## config.mk

```make
export PLATFORM = sky130hd
export DESIGN_NAME = mem_arbiter
export DESIGN_NICKNAME = d
export VERILOG_FILES = /design/src/rtl/mem_arbiter.sv
export SDC_FILE = /design/constraint.sdc
export NUM_CORES = 1
export LEC_CHECK = 0
export CAP_MARGIN = 25
export CORE_MARGIN = 4
export CORE_UTILIZATION = 36
export DETAILED_ROUTE_END_ITERATION = 16
export GPL_TIMING_DRIVEN = 0
export PLACE_DENSITY = 0.82
export SLEW_MARGIN = 20
export SYNTH_ARGS = -nofsm -noshare
export SYNTH_HDL_FRONTEND = slang
export SYNTH_SLANG_ARGS = --single-unit
export TNS_END_PERCENT = 5
```

## constraint.sdc

```tcl
create_clock -name clock -period 7 [get_ports clock]
set_input_delay 1.4 -clock clock [delete_from_list [all_inputs] [get_ports clock]]
set_output_delay 1.4 -clock clock [all_outputs]
set_load 0.01 [all_outputs]
```

## src/rtl/mem_arbiter.sv

```systemverilog
// Round-robin N-master to 1-slave memory arbiter with one outstanding transaction,
// zero-cycle response pass-through and a per-transaction timeout error response.
module mem_arbiter #(
  parameter int          NUM_MASTERS = 2,
  parameter int          ADDR_W      = 32,
  parameter int          DATA_W      = 32,
  parameter int          TIMEOUT     = 1024,
  parameter logic [31:0] ERR_DATA    = 32'hDEADBEEF,
  localparam int         GNT_W       = (NUM_MASTERS > 1) ? $clog2(NUM_MASTERS) : 1
) (
  input  logic                            clock,
  input  logic                            reset,
  input  logic [NUM_MASTERS-1:0]          m_reqValid,
  input  logic [NUM_MASTERS*ADDR_W-1:0]   m_addr,
  input  logic [NUM_MASTERS*2-1:0]        m_size,
  input  logic [NUM_MASTERS-1:0]          m_wen,
  input  logic [NUM_MASTERS*DATA_W-1:0]   m_wdata,
  input  logic [NUM_MASTERS*DATA_W/8-1:0] m_wmask,
  output logic [NUM_MASTERS-1:0]          m_respValid,
  output logic [DATA_W-1:0]               m_rdata,
  output logic                            m_err,
  output logic                            s_reqValid,
  output logic [ADDR_W-1:0]               s_addr,
  output logic [1:0]                      s_size,
  output logic                            s_wen,
  output logic [DATA_W-1:0]               s_wdata,
  output logic [DATA_W/8-1:0]             s_wmask,
  input  logic                            s_respValid,
  input  logic [DATA_W-1:0]               s_rdata,
  output logic [GNT_W-1:0]                grant,
  output logic                            late_resp
);

  localparam int CNT_W = (TIMEOUT > 1) ? $clog2(TIMEOUT) : 1;
  localparam logic [CNT_W-1:0]  CNT_LAST = CNT_W'((TIMEOUT > 0) ? TIMEOUT - 1 : 0);
  localparam logic [DATA_W-1:0] ERR_WORD = DATA_W'(ERR_DATA);

  typedef enum logic {IDLE, WAIT} state_t;

  state_t               state_q, state_d;
  logic [GNT_W-1:0]     grant_q, grant_d;
  logic [CNT_W-1:0]     cnt_q, cnt_d;
  logic [ADDR_W-1:0]    addr_q, addr_d;
  logic [1:0]           size_q, size_d;
  logic                 wen_q, wen_d;
  logic [DATA_W-1:0]    wdata_q, wdata_d;
  logic [DATA_W/8-1:0]  wmask_q, wmask_d;
  logic                 late_q, late_d;

  logic                 pick_found;
  logic [GNT_W-1:0]     pick_idx;
  logic [GNT_W-1:0]     cand_idx;
  logic                 resp_fire;
  logic                 tmo_fire;

  // Round-robin pick: first requester scanning upward from the slot after grant.
  always_comb begin
    pick_found = 1'b0;
    pick_idx   = grant_q;
    cand_idx   = grant_q;
    for (int off = 1; off <= NUM_MASTERS; off++) begin
      cand_idx = GNT_W'((int'(grant_q) + off) % NUM_MASTERS);
      if (!pick_found && m_reqValid[cand_idx]) begin
        pick_found = 1'b1;
        pick_idx   = cand_idx;
      end
    end
  end

  always_comb begin
    state_d   = state_q;
    grant_d   = grant_q;
    cnt_d     = cnt_q;
    addr_d    = addr_q;
    size_d    = size_q;
    wen_d     = wen_q;
    wdata_d   = wdata_q;
    wmask_d   = wmask_q;
    late_d    = late_q | ((state_q == IDLE) && s_respValid);
    resp_fire = 1'b0;
    tmo_fire  = 1'b0;
    case (state_q)
      IDLE: begin
        if (pick_found) begin
          state_d = WAIT;
          grant_d = pick_idx;
          cnt_d   = '0;
          addr_d  = m_addr[pick_idx*ADDR_W +: ADDR_W];
          size_d  = m_size[pick_idx*2 +: 2];
          wen_d   = m_wen[pick_idx];
          wdata_d = m_wdata[pick_idx*DATA_W +: DATA_W];
          wmask_d = m_wmask[pick_idx*(DATA_W/8) +: DATA_W/8];
        end
      end
      WAIT: begin
        // A slave answer in the last timeout cycle takes precedence over the error.
        if (s_respValid) begin
          resp_fire = 1'b1;
          state_d   = IDLE;
        end else if ((TIMEOUT != 0) && (cnt_q == CNT_LAST)) begin
          tmo_fire = 1'b1;
          state_d  = IDLE;
        end else begin
          cnt_d = cnt_q + 1'b1;
        end
      end
      default: state_d = IDLE;
    endcase
  end

  always_ff @(posedge clock or posedge reset) begin
    if (reset) begin
      state_q <= IDLE;
      grant_q <= GNT_W'(NUM_MASTERS - 1);
      cnt_q   <= '0;
      addr_q  <= '0;
      size_q  <= '0;
      wen_q   <= 1'b0;
      wdata_q <= '0;
      wmask_q <= '0;
      late_q  <= 1'b0;
    end else begin
      state_q <= state_d;
      grant_q <= grant_d;
      cnt_q   <= cnt_d;
      addr_q  <= addr_d;
      size_q  <= size_d;
      wen_q   <= wen_d;
      wdata_q <= wdata_d;
      wmask_q <= wmask_d;
      late_q  <= late_d;
    end
  end

  always_comb begin
    m_respValid = '0;
    for (int i = 0; i < NUM_MASTERS; i++) begin
      if ((resp_fire || tmo_fire) && (grant_q == GNT_W'(i))) m_respValid[i] = 1'b1;
    end
  end

  assign m_rdata    = tmo_fire ? ERR_WORD : s_rdata;
  assign m_err      = tmo_fire;
  assign s_reqValid = (state_q == WAIT);
  assign s_addr     = addr_q;
  assign s_size     = size_q;
  assign s_wen      = wen_q;
  assign s_wdata    = wdata_q;
  assign s_wmask    = wmask_q;
  assign grant      = grant_q;
  assign late_resp  = late_q;

endmodule

```

; Yosys cells after proc, flatten, opt, wreduce, memory -nomap -nowiden
; Cells that the tools add are included.
[classes]
n_addsub = 3
order_cmp = 3
n_eq_ne = 4
shifts = 4
muxes = 26
n_bitwise = 3
reduce_logical = 8
[ops]
columns = op, count
row1 = 64-bit by 7-bit indexed part select with 32-bit output, 2
row2 = 32-bit 2-to-1 mux, 1
row3 = 10-bit 2-to-1 mux, 3
row4 = 1-bit 2-to-1 mux, 20
row5 = 10-bit one-hot mux with 2 select lines, 1
row6 = "10-bit by 1-bit adder with 10-bit output, second input constant", 1
row7 = "10-bit equality test, second input constant", 1
row8 = 8-bit by 4-bit indexed part select with 4-bit output, 1
row9 = "1-bit by 2-bit less-than comparator with 1-bit output, second input constant", 3
row10 = "2-bit inequality test, second input constant", 3
row11 = 1-bit logical AND, 4
row12 = 4-bit by 3-bit indexed part select with 2-bit output, 1
row13 = 3-bit AND reduction, 1
row14 = "1-bit adder, second input constant", 2
row15 = 1-bit NOT, 2
row16 = 1-bit one-hot mux with 2 select lines, 1
row17 = 2-bit AND reduction, 1
row18 = 1-bit logical NOT, 1
row19 = 1-bit logical OR, 1
row20 = 1-bit bitwise OR, 1
[word_totals]
reg_bits = 84
in_bits = 179
output_inout_bits = 109
word_cells = 60

; Logic depth before layout (Yosys ltp)
[depth]
ltp_word = 9
depth_mapped = 7
mapped_depth_nobuf = 6

; Worst setup path after synthesis
; No wires, ideal clock.
[synth_path]
path_type = input -> output
start = input s_respValid
end = output m_rdata[18]
arrival_ps = 2236
required_time_ps = 5600
path_slack_ps = 3364
cell_stages = 4
cell_sequence = nand2b_1 -> nor3_2 -> clkbuf_2 -> or2_2
[synth_via]
elab_chain_cells = 3
[synth_rtl]
columns = item, line_no
row1 = from (decl), 28  ; input logic s_respValid,
row2 = 1-bit 2-to-1 mux, 97  ; if (s_respValid) begin
row3 = 1-bit 2-to-1 mux, 82  ; case (state_q)
row4 = named net m_err, 21  ; output logic m_err,
row5 = 32-bit 2-to-1 mux, 142  ; assign m_rdata = tmo_fire ? ERR_WORD : s_rdata;
row6 = to (decl), 20  ; output logic [DATA_W-1:0] m_rdata,
; The timed path passes the listed nets, and every way through them passes these cells.

; Worst setup path in the final report
[layout_path]
start = input s_respValid
end = output m_rdata[11]
[layout_via]
elab_chain_cells = 3
[layout_rtl]
columns = item, line_no
row1 = 1-bit 2-to-1 mux, 97
row2 = 1-bit 2-to-1 mux, 82
row3 = 32-bit 2-to-1 mux, 142
; Every way passes these cells.

==> out/metrics.cfg <==
[timing]
hold_viol_final = 0
period_share_pct = 70.4
fmax_mhz = 203
final-setup-viol-count = 0
fin_skew_ns = 0.00332
tns_ns = 0
slew_violations = 0
holdWs_ns = 0.477
min_period_ns = 4.93
worstMarginPinSlew_ns = 0.591
rsz0062_at_grt = false
maxSlewHeadroom_pct = 60.6

[clock_tree]
cts-resized-gates = 0
cts_buffers = 9
cts_hold_buf = 0
post_cts_buffers = 0
clk_pin_slew_ns = 0.06
clock-sinks = 84
clock_path_buffers = 2
clk_latency_ns = 0.33
root_buffer = clkbuf_16
tritoncts = done
htree_levels = 3

[worst_setup_path]
crit_fanout = 10
r2r_setup_slack_ns = 4.81
critical_path.max_stage_delay_ns = 0.54
crit_chain = clkdlybuf4s50_1 > nand2b_1 > nor3_2 > clkbuf_1 > or2_2 > clkdlybuf4s50_1
crit_slowest_cell = clkdlybuf4s50_1
path_class = in2out
crit_buf_inv = 3
crit_required_ns = 5.60
crit_family = buffers and inverters
crit_top_cell = clkdlybuf4s50_1
ff2ff_path_depth = 5
startpoint_type = input pin
rr_startpoint = grant
cp-end-kind = primary output
critPathArrivalTime_ns = 3.53
r2r-end = s_wmask[0]

[floorplanning]
die_width_um = 116
die_h_um = 116
boundaryPins = 288
start_util_pct = 36.7
die_area_um2 = 13400
core_um2 = 11400
row_count = 39

[route]
routed_wirelength_um = 15400
vias = 4286
wl_met1_um = 5370
top_layer = met4
drt-initial-drc-count = 120
wl_met3_um = 1620
antenna_left = 0
routed_via_density = 4.93
wl_per_cell_um = 17.7
route.detailed.drc = 0
first_pass_iters = 5
met2_length_um = 8100

[run_status]
status = completed

[placed_design]
gp_congestion = 0.836
dpl.hpwl_um = 12500
io_buffer_count = 287

[hold_path]
min_path_type = reg2reg
whs_path_depth = 2
hp-start = s_size[0]
holdPathEnd = s_size[0]

[power]
vdd_drop_max_mv = 0.162
power_density_nw_per_um2 = 312
leakage_nw = 3.33
p_total_w = 0.00236

[final_layout]
area.growth.synth_to_final_pct = 81.1
fin_util_pct = 66.5
multiInputGateArea_um2 = 1910
insertedDiodeCount = 0
final.fill_count = 856
drive_gt1_share_pct = 9.09
ff_latch_area_um2 = 2100
nets = 901

[global_routing]
antenna_found_initial = 0
grt_start_max_net_pins = 51
grt_usage_pct = 22.4
first_global_vias = 4442
grt_remaining_overflow = 0
grt_pass1_wl_um = 23100

[logic_synthesis]
synth_ff_type = dfrtp_1
postSynth.asyncResetShare_pct = 100
ys.warnings.count = 0
ys_top_cells_by_area = dfrtp_1 50%, mux2i_1 17%, o21ai_0 8.9%
ys_ff_latch = 84
synth_area_leader_cell = dfrtp_1
yosysMostFrequentCell = dfrtp_1
ys_types = 39
synthTopCellsByCount = 83 x dfrtp_1, 77 x nand2_1, 74 x o21ai_0
ys_seq_area_share_pct = 50.4
netlist_instances = 422
syn_area_um2 = 4170
synth_top_area_share_pct = 49.8
synth_fp_nets = 602
avgSynthCellArea_um2 = 9.89
synth_edf_count = 0

[flow_run]
drv_cap = 0

==> flip-flops by register name, summed over array words and instances (netlist names) <==
register and flops:
s_addr 32, s_reqValid 1, cnt_q 10, s_size 2
s_wen 1, s_wdata 32, grant 1, s_wmask 4
late_resp 1
==> worst register-to-register path, stage by stage (launching register included) <==
cell	delay, ns
dfstp_2	0.57
mux2i_1	0.20
buf_2	0.30
buf_2	0.41
mux2i_1	0.43
o21ai_0	0.14
==> through the flow <==
| stage | cell area, um2 | setup WS, ns | instances |
|---|---|---|---|
| global placement | 7220 | 2.09 | 852 |
| floorplan | 4170 | 3.36 | 422 |
| global route | 7560 | 1.95 | 869 |
| CTS | 7560 | 2.06 | 869 |
| finish | 7560 | 2.07 | 869 |
| detailed placement | 7250 | 2.06 | 853 |
==> worst max path at each step <==
stage	startpoint	to	slack [ns]	cells past startpoint
global placement	s_respValid	m_rdata[11]	2.09	6
finish	s_respValid	m_rdata[11]	2.07	6
CTS	s_respValid	m_rdata[11]	2.06	6
floorplan	s_respValid	m_rdata[18]	3.36	4
detailed placement	s_respValid	m_rdata[11]	2.06	6
global route	s_respValid	m_rdata[6]	1.95	6
==> final cells by class <==
type                       count  area share (%)
inverter                      10           0.530
sequential                    84            27.8
clock buffer                  12            3.39
buffer                        27            1.64
multi-input combinational    301            25.2
clock inverter                 4           0.629
tap                          143            2.37
timing repair buffer         288            38.4
==> layer usage <==
metal  track usage [%]  vias up
met5                 0        -
met4              8.43        0
met3              8.25       20
met2              41.0      210
met1              23.3     1998
li1                  -     2058
==> placed cells by master, fill, tap and decap left out, drive strengths merged, types with 2 or more instances in the layout <==
cell and n:
clkdlybuf4s50 287, buf 18, a21o 2, nand2b 2
clkbuf 22, inv 10, nor2b 8, a31oi 4
and3 2, nand2 77, mux2i 72, nand3 6
or2 24, nor3 7, clkinv 2, nor2 3
dfrtp 83, o21ai 77
==> cell families after synthesis <==
logic type | after synthesis | synth area share (%)
compound gates | 94 | 13.0
fa+ha+maj | 1 | 0.300
buf+inv | 37 | 3.87
flops | 84 | 50.4
mux | 72 | 17.3
simple gates | 134 | 15.1
==> where the power goes <==
| part | switching (W) | internal, W | total (W) |
|---|---|---|---|
| logic | 0.000489 | 0.000584 | 0.00107 |
| clock network | 0.000184 | 0.000295 | 0.000479 |
| registers | 0.000121 | 0.000682 | 0.000803 |
| total | 0.000795 | 0.00156 | 0.00236 |
(Power assumes the default switching activity.)
